--- config.mk ---
export PLATFORM = sky130hd
export DESIGN_NAME = mem_arbiter
export DESIGN_NICKNAME = d
export VERILOG_FILES = /design/src/rtl/mem_arbiter_pkg.sv /design/src/rtl/mem_arbiter_wait_timer.sv /design/src/rtl/mem_arbiter.sv
export SDC_FILE = /design/constraint.sdc
export NUM_CORES = 1
export LEC_CHECK = 0
export ABC_AREA = 1
export BUFFER_PORTS_ARGS = -buffer_cell sky130_fd_sc_hd__buf_2
export CAP_MARGIN = 20
export CORE_AREA = 2 2 103 105
export CTS_CLUSTER_SIZE = 20
export DETAILED_ROUTE_END_ITERATION = 8
export DIE_AREA = 0 0 105 107
export PLACE_DENSITY_LB_ADDON = 0.08
export REMOVE_ABC_BUFFERS = 1
export SETUP_SLACK_MARGIN = 0.15
export SYNTH_ARGS = -nofsm -noshare
export SYNTH_HDL_FRONTEND = slang
export SYNTH_SLANG_ARGS = --single-unit
export TNS_END_PERCENT = 30
--- constraint.sdc ---
create_clock -name CLK -period 3.8 [get_ports CLK]
set_input_delay 0.38 -clock CLK [delete_from_list [all_inputs] [get_ports CLK]]
set_output_delay 0.38 -clock CLK [all_outputs]
set_load 0.01 [all_outputs]
--- src/rtl/mem_arbiter_pkg.sv ---
// mem_arbiter_pkg: shared RAM handshake and arbiter state types
package mem_arbiter_pkg;
  typedef logic [31:0] word_t;
  typedef enum logic [1:0] {FREE, BUSY, ACCESS, ERROR} ramstate_t;
  typedef enum logic [1:0] {IDLE, DSERV, ISERV} arb_state_t;
endpackage

--- src/rtl/mem_arbiter_wait_timer.sv ---
// mem_arbiter_wait_timer: saturating wait counter with sticky compare-to-TIMEOUT flag
// Ports: clk, rst (sync, active-high); clr zeroes the count; en counts one wait cycle;
// flag goes high when the count reaches TIMEOUT and stays high until rst.
module mem_arbiter_wait_timer #(
  parameter int TIMEOUT = 255,
  parameter int TW = 8
) (
  input  logic clk,
  input  logic rst,
  input  logic clr,
  input  logic en,
  output logic flag
);
  logic [TW-1:0] cnt, cnt_inc;
  assign cnt_inc = (cnt == '1) ? cnt : cnt + TW'(1);
  always_ff @(posedge clk) begin
    if (rst) begin
      cnt <= '0;
      flag <= 1'b0;
    end else begin
      cnt <= clr ? '0 : en ? cnt_inc : cnt;
      flag <= flag | (en && cnt_inc == TW'(TIMEOUT));
    end
  end
endmodule

--- src/rtl/mem_arbiter.sv ---
// mem_arbiter: arbitrates fetch and data ports onto one RAM port, producing ihit/dhit
// Ports: CLK/RST (sync, active-high); iREN/iaddr fetch request; dREN/dWEN/daddr/dstore
// data request; ihit/iload, dhit/dload responses; ramREN/ramWEN/ramaddr/ramstore/
// ramload/ramstate RAM side; timeout, ram_err sticky status.
// Optional MEM_ARBITER_STATS_EN adds icount, dcount, stallcount counters.
module mem_arbiter
  import mem_arbiter_pkg::*;
#(
  parameter int TIMEOUT = 255,
  parameter int TW = 8
) (
  input  logic      CLK,
  input  logic      RST,
  input  logic      iREN,
  input  word_t     iaddr,
  input  logic      dREN,
  input  logic      dWEN,
  input  word_t     daddr,
  input  word_t     dstore,
  output logic      ihit,
  output logic      dhit,
  output word_t     iload,
  output word_t     dload,
  output logic      ramREN,
  output logic      ramWEN,
  output word_t     ramaddr,
  output word_t     ramstore,
  input  word_t     ramload,
  input  ramstate_t ramstate,
  output logic      timeout,
  output logic      ram_err
`ifdef MEM_ARBITER_STATS_EN
  ,
  output logic [31:0] icount,
  output logic [31:0] dcount,
  output logic [31:0] stallcount
`endif
);
  arb_state_t state, next;
  logic dreq, acc, stall;
  assign dreq = dREN | dWEN;
  assign acc = ramstate == ACCESS;
  assign stall = state != IDLE && !acc;
  always_ff @(posedge CLK) begin
    state <= RST ? IDLE : next;
    ram_err <= RST ? 1'b0 : ram_err | (state != IDLE && ramstate == ERROR);
  end
  always_comb begin
    next = state;
    ihit = 1'b0;
    dhit = 1'b0;
    iload = '0;
    dload = '0;
    ramREN = 1'b0;
    ramWEN = 1'b0;
    ramaddr = '0;
    ramstore = '0;
    case (state)
      IDLE: next = dreq ? DSERV : iREN ? ISERV : IDLE;
      DSERV: begin
        ramaddr = daddr;
        ramstore = dstore;
        ramWEN = dWEN;
        ramREN = dREN & ~dWEN;
        dhit = dreq && acc;
        dload = dhit ? ramload : '0;
        next = (!dreq || ramstate == ERROR) ? IDLE : acc ? (iREN ? ISERV : IDLE) : DSERV;
      end
      ISERV: begin
        ramaddr = iaddr;
        ramREN = 1'b1;
        ihit = iREN && acc;
        iload = ihit ? ramload : '0;
        next = (!iREN || ramstate == ERROR) ? IDLE : (acc && dreq) ? DSERV : ISERV;
      end
      default: next = IDLE;
    endcase
  end
  // Counting is cleared in IDLE and on every ACCESS, so each service entry starts from zero.
  mem_arbiter_wait_timer #(.TIMEOUT(TIMEOUT), .TW(TW)) u_timer (
    .clk(CLK),
    .rst(RST),
    .clr(state == IDLE || acc),
    .en(stall),
    .flag(timeout)
  );
`ifdef MEM_ARBITER_STATS_EN
  always_ff @(posedge CLK) begin
    if (RST) begin
      icount <= '0;
      dcount <= '0;
      stallcount <= '0;
    end else begin
      icount <= icount + {31'd0, ihit};
      dcount <= dcount + {31'd0, dhit};
      stallcount <= stallcount + {31'd0, stall};
    end
  end
`endif
endmodule

==> results.sh, run 1 <==
export IMPL_grt_first_pass_wirelength_um=14300
export IMPL_worst_r2r_cell_count=7
export IMPL_cts_hold_buffers=0
export IMPL_ctsRootBufferMaster="sky130_fd_sc_hd__clkbuf_8"
export IMPL_cp_cell_sequence="inv_1 -> ha_1 -> buf_4 -> nand2_1 -> inv_1 -> buf_2"
export IMPL_synth_area_sq_mm=0.00183
export IMPL_cts_path_max_buffers=2
export IMPL_final_common_cell="sky130_fd_sc_hd__buf_2"
export IMPL_number_of_core_rows=37
export IMPL_timing_hold_worst_class="in -> reg"
export IMPL_viasPerCell=3.94
export IMPL_synthesis_area_per_instance_sq_um=4.70
export IMPL_adder_cell_share_of_the_synthesized_area_pct=3.43
export IMPL_cts_num_sinks=12
export IMPL_worstPathArrival_ns=2.24
export IMPL_fraction_of_synthesized_cell_area_in_xor_and_xnor_cells_pct=1.44
export IMPL_synth_cell_types=23
export IMPL_cts_htree_levels=1
export IMPL_required_ns=3.42
export IMPL_io_buffer_count=268
export IMPL_final_hpwl_dp_um=8180
export IMPL_timing_max_slew_rel_slack_pct=34.6
export IMPL_setup_total_negative_slack_ns=0
export IMPL_diodes=0
export IMPL_clkSlewWorstSetupHoldPaths_ns=0.05
export IMPL_cp_dominant_cell_by_count="sky130_fd_sc_hd__inv_1"
export IMPL_static_leakage_power_nw=2.39
export IMPL_num_io_pins=269
export IMPL_yosys_warnings=0
export IMPL_synth_seq_cells=12
export IMPL_critPathMaxFanout=34
export IMPL_finalHoldViolCount=0
export IMPL_gr_total_overflow=0
export IMPL_dieHeight_um=107
export IMPL_area_delta_synth_final_pct=83.2
export IMPL_final_period_utilization_pct=69.0
export IMPL_vias=3067
export IMPL_cts_setup_buffers=0
export IMPL_cp_slowest_cell="sky130_fd_sc_hd__nand2_1"
export IMPL_drt_first_pass_iters=4
export IMPL_reg2reg_setup_slack_ns=1.55
export IMPL_synthSimpleGateAreaFrac_pct=46.3
export IMPL_crit_start="state[0]"
export IMPL_final_cell_mix="sky130_fd_sc_hd__buf_2 (268), sky130_fd_sc_hd__nand2_1 (122), sky130_fd_sc_hd__inv_1 (86)"
export IMPL_initial_antenna_violation_count=0
export IMPL_post_synthesis_mux_area_share_pct=0
export IMPL_grt_pass1_vias=2945
export IMPL_endpoint="ihit"
export IMPL_critPathKind="reg -> out"
export IMPL_hold_worst_slack_ns=0.389
export IMPL_final_max_slew_viol_count=0
export IMPL_timing_hold_worst_path_depth=2
export IMPL_vdd_ir_drop_max_uv=91.0
export IMPL_synth_compound_area_share_pct=13.3
export IMPL_die_boundary_width_um=105
export IMPL_totalWireLength_um=9620
export IMPL_drt_initial_drc_count=120
export IMPL_critical_path_max_stage_delay_ns=0.76
export IMPL_drtAntennaViolNets=0
export IMPL_endpoint_kind="output port"
export IMPL_worst_clock_skew_ns=0.00431
export IMPL_area_of_the_core_sq_mm=0.0101
export IMPL_synth_sequential_area_ratio_pct=13.2
export IMPL_finalWeightedCongestion=1.00
export IMPL_max_freq_mhz=382
export IMPL_syn_instance_count=388
export IMPL_start_util_pct=18.1
export IMPL_cts_tree="built"
export IMPL_die_area_sq_mm=0.0112
export IMPL_rsz0062_at_grt="false"
export IMPL_design_final_nets=784
export IMPL_timing_rr_end="state[0]"
export IMPL_finalSetupViolCount=0
export IMPL_max_slew_worst_pin_slew_ns=0.978
export IMPL_maxCapViolations=0
export IMPL_fin_crit_ns=2.62
export IMPL_post_cts_resized_instances=0
export IMPL_start_kind="flip-flop"
export IMPL_largest_net_degree_at_the_start_of_global_routing=67
export IMPL_status="finished, final reports clean"
export IMPL_gr_usage_all_layers_pct=15.7
export IMPL_route_detailed_wl_per_inst_um=12.4
export IMPL_combinational_family_with_the_most_area_after_synthesis="simple AND/OR/NAND/NOR gates"
export IMPL_drive_above_1_share_pct=43.6
export IMPL_clock_latency_ns=0.24
export IMPL_remaining_drc_errors=0
export IMPL_power_density_mw_per_mm2=152
export IMPL_timing_rr_start="state[0]"
export IMPL_cts_buffers_inserted=3
==> how the worst min path moves through the flow <==
| stage | from | end | slack [ns] |
|---|---|---|---|
| floorplan | RST | u_timer.flag | 0.44 |
| global placement | u_timer.flag | u_timer.flag | 0.45 |
| detailed placement | u_timer.flag | u_timer.flag | 0.45 |
| CTS | RST | u_timer.flag | 0.39 |
| global route | RST | u_timer.flag | 0.41 |
| finish | RST | u_timer.flag | 0.39 |
==> sequential cells by signal (all words and copies together) (netlist names) <==
signal	cells
u_timer.flag	1
ram_err	1
u_timer.cnt	8
state	2
==> cell usage after synthesis <==
library cell                 n  area, sq um
sky130_fd_sc_hd__buf_6       1         11.3
sky130_fd_sc_hd__nor2_4      1         11.3
sky130_fd_sc_hd__o21ai_0     1         5.00
sky130_fd_sc_hd__nand3_1     9         45.0
sky130_fd_sc_hd__nand4_1     2         12.5
sky130_fd_sc_hd__xnor2_1     1         8.76
sky130_fd_sc_hd__a32oi_1     1         8.76
sky130_fd_sc_hd__xor2_1      2         17.5
sky130_fd_sc_hd__nand2_1   122          458
sky130_fd_sc_hd__clkbuf_1   16         60.1
sky130_fd_sc_hd__o21bai_1    1         7.51
sky130_fd_sc_hd__nor2_1     76          285
sky130_fd_sc_hd__nor4_1      1         6.26
sky130_fd_sc_hd__nand3_2     1         10.0
sky130_fd_sc_hd__nand2_2     1         6.26
sky130_fd_sc_hd__nor3_1      2         10.0
sky130_fd_sc_hd__a21oi_1    40          200
sky130_fd_sc_hd__inv_1      86          323
sky130_fd_sc_hd__a21oi_2     1         8.76
sky130_fd_sc_hd__ha_1        5         62.6
sky130_fd_sc_hd__buf_1       4         15.0
sky130_fd_sc_hd__a31oi_1     2         12.5
sky130_fd_sc_hd__dfxtp_1    12          240
==> per-layer routing <==
layer | GRT usage, % | wire [um] | vias to the layer above
li1 | - | - | 1636
met1 | 17.4 | 3660 | 1334
met2 | 31.4 | 5410 | 93
met3 | 3.16 | 490 | 4
met4 | 1.62 | 54 | 0
met5 | 0 | 0 | -
==> power by group <==
group / internal [mW] / leakage [nW] / switching [mW]
clock network: 0.0698 / 0.0216 / 0.0459
logic: 0.111 / 2.27 / 0.149
registers: 0.129 / 0.0972 / 0.00256
total: 0.310 / 2.39 / 0.198
==> metrics by stage <==
stage / worst slack (ns) / util (%) / std cells / cell area, sq um / power (mW)
2_1_floorplan: 0.653 / - / 367 / 1740 / 0.253
3_3_place_gp: 1.52 / 32.5 / 774 / 3280 / 0.397
3_5_place_dp: 1.44 / 32.5 / 774 / 3280 / 0.395
4_1_cts: 1.18 / 32.9 / 777 / 3320 / 0.515
5_1_grt: 0.974 / 33.1 / 778 / 3340 / 0.554
6_report: 1.18 / 33.1 / 778 / 3340 / 0.507
==> critical path, delay by kind of cell (launching register included) <==
kind	cells	cell delay, ns
and+or+nand+nor	1	0.76
buffers and inverters	4	0.68
DFF	1	0.36
adders and majority gates	1	0.19
==> kinds of logic after synthesis <==
logic type | count (synthesis)
DFF | 12
adders and majority gates | 5
xor gates and xnor gates | 3
buffers and inverters | 107
AOI/OAI and AO/OA | 46
and+or+nand+nor | 215
==> layout make-up <==
class                           instances  area (sq um)
Tap cell                              136           170
Fill cell                            1225          6750
Clock buffer                            3          41.3
Multi-Input combinational cell        269          1180
Sequential cell                        12           240
Timing Repair Buffer                  272          1390
Inverter                               86           323
Power figures use the tool's default switching activity.
==> run 2, diff against run 1 <==
CORE_AREA = 2 2 105 107   (was 2 2 103 105)
DIE_AREA = 0 0 107 109   (was 0 0 105 107)
clock period = 2.5 ns   (was 3.8 ns; I/O delays follow)
==> results.sh, run 2 (synthesis gave the netlist of run 1 again) <==
export IMPL_post_route_util_pct=31.9
export IMPL_internal_power_mw=0.505
export IMPL_largest_net_degree_at_the_start_of_global_routing=42
export IMPL_drtAntennaViolNets=0
export IMPL_remaining_drc_errors=0
export IMPL_dieHeight_um=109
export IMPL_required_ns=2.25
export IMPL_pwr_share_seq_pct=24.7
export IMPL_area_delta_synth_final_pct=85.1
export IMPL_worstPathArrival_ns=1.66
export IMPL_postLayoutSetupSlackWorst_ns=0.594
export IMPL_number_of_core_rows=38
export IMPL_max_flop_register="u_timer.cnt"
export IMPL_totalWireLength_um=8960
export IMPL_die_boundary_width_um=107
export IMPL_top_regs="u_timer.cnt (8), state (2)"
export IMPL_max_freq_mhz=525
export IMPL_drt_first_pass_iters=4
export IMPL_final_period_utilization_pct=76.2
export IMPL_netSwitchingPower_mw=0.305
export IMPL_initial_antenna_violation_count=0
export IMPL_start_util_pct=17.2
export IMPL_drive_above_1_share_pct=44.0
export IMPL_worst_r2r_cell_count=9
export IMPL_drt_initial_drc_count=86
export IMPL_power_share_switching_pct=37.7
export IMPL_max_slew_worst_pin_slew_ns=0.379
export IMPL_timing_hold_worst_path_depth=2
export IMPL_viasPerCell=3.92
export IMPL_vdd_ir_drop_max_uv=188
export IMPL_ctsRootBufferMaster="sky130_fd_sc_hd__clkbuf_8"
export IMPL_vias=3083
export IMPL_diodes=0
export IMPL_critPathKind="reg -> out"
export IMPL_postPlaceCellArea_sq_mm=0.00332
export IMPL_final_common_cell="sky130_fd_sc_hd__buf_2"
export IMPL_final_hpwl_dp_um=7510
export IMPL_number_of_flip_flops_in_the_largest_register=8
export IMPL_final_cell_mix="sky130_fd_sc_hd__buf_2 (268), sky130_fd_sc_hd__nand2_1 (122), sky130_fd_sc_hd__inv_1 (86)"
export IMPL_status="finished, final reports clean"
export IMPL_maxCapViolations=0
export IMPL_die_area_sq_mm=0.0117
export IMPL_clock_latency_ns=0.25
export IMPL_static_leakage_power_nw=2.41
export IMPL_design_final_nets=787
export IMPL_critPathMaxFanout=21
export IMPL_cts_htree_levels=1
export IMPL_post_layout_total_power_mw=0.810
export IMPL_power_density_mw_per_mm2=240
export IMPL_cts_path_max_buffers=2
export IMPL_timing_max_slew_rel_slack_pct=74.8
export IMPL_pwr_share_comb_pct=48.2
export IMPL_cts_tree="built"
export IMPL_pre_cts_ws_ns=0.851
export IMPL_finalHoldViolCount=0
export IMPL_post_cts_resized_instances=0
export IMPL_cts_num_sinks=12
export IMPL_gr_total_overflow=0
export IMPL_finalWeightedCongestion=0.781
export IMPL_grt_pass1_vias=2634
export IMPL_final_max_slew_viol_count=0
export IMPL_gr_usage_all_layers_pct=13.8
export IMPL_power_share_clock_pct=27.1
export IMPL_clkSlewWorstSetupHoldPaths_ns=0.06
export IMPL_endpoint_kind="output port"
export IMPL_fin_crit_ns=1.91
export IMPL_finalSetupViolCount=0
export IMPL_worst_clock_skew_ns=0.00373
export IMPL_area_of_the_core_sq_mm=0.0106
export IMPL_io_buffer_count=268
export IMPL_stdcell_area_sq_mm=0.00338
export IMPL_route_detailed_wl_per_inst_um=11.4
export IMPL_cts_buffers_inserted=3
export IMPL_num_io_pins=269
export IMPL_timing_hold_worst_class="in -> reg"
export IMPL_rsz0062_at_grt="false"
export IMPL_cts_hold_buffers=0
export IMPL_start_kind="flip-flop"
export IMPL_hold_worst_slack_ns=0.249
export IMPL_grt_first_pass_wirelength_um=13000
export IMPL_cts_setup_buffers=0
[run 2: cell count changes in the layout (fill, tap and decap cells not counted), sizes merged]
| cell | change |
|---|---|
| clkbuf | +1 |
| buf | +3 |
[run 2: through the flow]
step	setup TNS, ns	instances
2_1_floorplan	-17.33	367
3_3_place_gp	0	782
3_5_place_dp	0	782
4_1_cts	0	786
5_1_grt	0	786
6_report	0	786
[run 2: power groups by stage]
stage               combinational (mW)  sequential [mW]  clock (mW)
floorplan                        0.181            0.203           0
global placement                 0.394            0.203           0
detailed placement               0.395            0.204           0
CTS                              0.398            0.200       0.228
global route                     0.445            0.200       0.237
finish                           0.390            0.200       0.220
[run 2: path summary, 6_finish.rpt]
path	start	to	slack [ns]
worst max register to register	u_timer.cnt[0]	u_timer.flag	0.86
worst max-delay path	state[0]	ramaddr[9]	0.59
worst min-delay path	RST	u_timer.flag	0.25
worst min register to register	u_timer.flag	u_timer.flag	0.46
[run 2: final cells by class]
type	instances	area [sq um]
clock buffer	4	55.1
fill	1239	7220
inverter	86	323
multi-input combinational	269	1180
sequential	12	240
tap	140	175
timing repair buffer	275	1410
[run 2: critical path: stages, from the launching register on]
cell	delay (ns)
sky130_fd_sc_hd__dfxtp_1	0.33
sky130_fd_sc_hd__inv_1	0.08
sky130_fd_sc_hd__ha_1	0.14
sky130_fd_sc_hd__buf_4	0.19
sky130_fd_sc_hd__buf_4	0.27
sky130_fd_sc_hd__nand2_1	0.07
sky130_fd_sc_hd__a21oi_1	0.15
sky130_fd_sc_hd__buf_2	0.15
[run 2: layer usage]
metal | GRT usage [%] | up-vias | part of all wire, %
li1 | - | 1647 | -
met1 | 16.3 | 1337 | 38
met2 | 26.2 | 95 | 56
met3 | 3.11 | 4 | 6.1
met4 | 1.39 | 0 | 0.29
met5 | 0 | - | 0
==> run 3, diff against run 2 <==
clock period = 1.95 ns   (was 2.5 ns; I/O delays follow)
==> results.sh, run 3 (synthesis gave the netlist of run 1 again) <==
export IMPL_fin_crit_ns=1.73
export IMPL_area_of_the_core_sq_mm=0.0106
export IMPL_power_share_clock_pct=21.7
export IMPL_route_detailed_wl_per_inst_um=11.7
export IMPL_worst_r2r_cell_count=9
export IMPL_worst_hold_path_endpoint="u_timer.flag"
export IMPL_io_buffer_count=268
export IMPL_final_common_cell="sky130_fd_sc_hd__buf_2"
export IMPL_clock_latency_ns=0.24
export IMPL_drive_above_1_share_pct=44.9
export IMPL_start_util_pct=17.2
export IMPL_final_period_utilization_pct=88.6
export IMPL_viasPerCell=4.00
export IMPL_cp_cell_sequence="inv_1 -> ha_1 -> inv_1 -> buf_12 -> a21oi_1 -> buf_2"
export IMPL_pwr_share_comb_pct=53.5
export IMPL_drtAntennaViolNets=0
export IMPL_post_layout_total_power_mw=1.04
export IMPL_max_flop_register="u_timer.cnt"
export IMPL_largest_net_degree_at_the_start_of_global_routing=44
export IMPL_die_boundary_width_um=107
export IMPL_grt_pass1_vias=2641
export IMPL_die_area_sq_mm=0.0117
export IMPL_cts_htree_levels=1
export IMPL_setup_total_negative_slack_ns=0
export IMPL_max_slew_worst_pin_slew_ns=0.241
export IMPL_max_freq_mhz=579
export IMPL_critical_path_max_stage_delay_ns=0.36
export IMPL_timing_max_slew_rel_slack_pct=83.9
export IMPL_diodes=0
export IMPL_cts_tree="built"
export IMPL_timing_hold_worst_path_depth=2
export IMPL_grt_first_pass_wirelength_um=12800
export IMPL_cp_dominant_cell_by_count="sky130_fd_sc_hd__inv_1"
export IMPL_timing_hold_worst_class="in -> reg"
export IMPL_cts_path_max_buffers=2
export IMPL_top_regs="u_timer.cnt (8), state (2)"
export IMPL_endpoint_kind="output port"
export IMPL_vdd_ir_drop_max_uv=177
export IMPL_cts_num_sinks=12
export IMPL_num_io_pins=269
export IMPL_timing_rr_end="u_timer.flag"
export IMPL_finalHoldViolCount=0
export IMPL_rsz0062_at_grt="true"
export IMPL_design_final_nets=790
export IMPL_internal_power_mw=0.643
export IMPL_vias=3155
export IMPL_power_density_mw_per_mm2=296
export IMPL_drt_first_pass_iters=4
export IMPL_ctsRootBufferMaster="sky130_fd_sc_hd__clkbuf_8"
export IMPL_gr_usage_all_layers_pct=13.5
export IMPL_worst_clock_skew_ns=0.00112
export IMPL_gr_total_overflow=0
export IMPL_pwr_share_seq_pct=24.9
export IMPL_static_leakage_power_nw=2.44
export IMPL_hold_worst_slack_ns=0.207
export IMPL_maxCapViolations=0
export IMPL_required_ns=1.75
export IMPL_critPathKind="reg -> out"
export IMPL_totalWireLength_um=9240
export IMPL_cp_slowest_cell="sky130_fd_sc_hd__dfxtp_2"
export IMPL_netSwitchingPower_mw=0.392
export IMPL_reg2reg_setup_slack_ns=0.32
export IMPL_dieHeight_um=109
export IMPL_number_of_flip_flops_in_the_largest_register=8
export IMPL_remaining_drc_errors=0
export IMPL_critPathMaxFanout=33
export IMPL_post_route_util_pct=33.0
export IMPL_worstPathArrival_ns=1.53
export IMPL_timing_rr_start="u_timer.cnt[0]"
export IMPL_number_of_core_rows=38
export IMPL_final_max_slew_viol_count=0
export IMPL_hold_start="RST"
export IMPL_status="finished, final reports clean"
export IMPL_cts_hold_buffers=0
export IMPL_power_share_switching_pct=37.9
export IMPL_finalWeightedCongestion=0.829
export IMPL_area_delta_synth_final_pct=91.9
export IMPL_final_cell_mix="sky130_fd_sc_hd__buf_2 (268), sky130_fd_sc_hd__nand2_1 (122), sky130_fd_sc_hd__inv_1 (86)"
export IMPL_initial_antenna_violation_count=0
export IMPL_finalSetupViolCount=0
export IMPL_final_hpwl_dp_um=7340
export IMPL_drt_initial_drc_count=114
export IMPL_start_kind="flip-flop"
export IMPL_cts_buffers_inserted=3
export IMPL_clkSlewWorstSetupHoldPaths_ns=0.05
## run 3: cell count changes in the layout (fill, tap and decap cells not counted), sizes merged
cell    change
buf         +1
clkbuf      +1
## run 3: layer usage
metal / vias up / global-route usage (%) / wire length, um
li1: 1653 / - / -
met5: - / 0 / 0
met3: 9 / 2.81 / 583
met2: 127 / 26.6 / 5110
met1: 1366 / 15.0 / 3450
met4: 0 / 2.32 / 94
## run 3: final cells by class
class | instances | area, sq um
flip-flops and latches | 12 | 243
repair buffers | 278 | 1510
multi-input cells | 269 | 1210
fillers | 1248 | 7100
well taps | 140 | 175
clock buffers | 3 | 41.3
inverters | 86 | 323
## run 3: repair_timing
| item | CTS | global route |
|---|---|---|
| endpoints found under the setup margin | 8 | 93 |
| resized for setup | 1 | 12 |
| buffers inserted | 0 | 2 |
| gates cloned | 0 | 2 |
| pin swaps | 0 | 1 |
## run 3: worst max path at each step
stage,from,to,slack [ns],cells past startpoint
floorplan,state[1],dload[0],-1.01,4
global placement,u_timer.cnt[0],u_timer.flag,0.36,9
detailed placement,u_timer.cnt[0],u_timer.flag,0.33,9
CTS,state[1],ramaddr[18],0.12,6
global route,u_timer.cnt[0],u_timer.flag,0.09,9
finish,state[1],ramaddr[30],0.22,6
## run 3: power groups by stage
stage	logic (mW)	clock network, mW	registers [mW]
finish	0.554	0.224	0.258
global route	0.620	0.253	0.258
CTS	0.524	0.235	0.256
detailed placement	0.521	0	0.261
global placement	0.521	0	0.261
floorplan	0.231	0	0.261
## run 3: per-stage QoR
stage	setup WS, ns	area, sq um	std cells
after global routing	0.0889	3500	788
after detailed placement	0.333	3340	781
after CTS	0.122	3390	784
after floorplan	-1.01	1740	367
final	0.222	3500	788
after global placement	0.363	3340	781
## run 3: critical path, delay by kind of cell (launching register included)
kind	cells	cell delay (ns)
buf+inv	4	0.46
flops	1	0.36
compound gates	1	0.17
fa+ha+maj	1	0.27
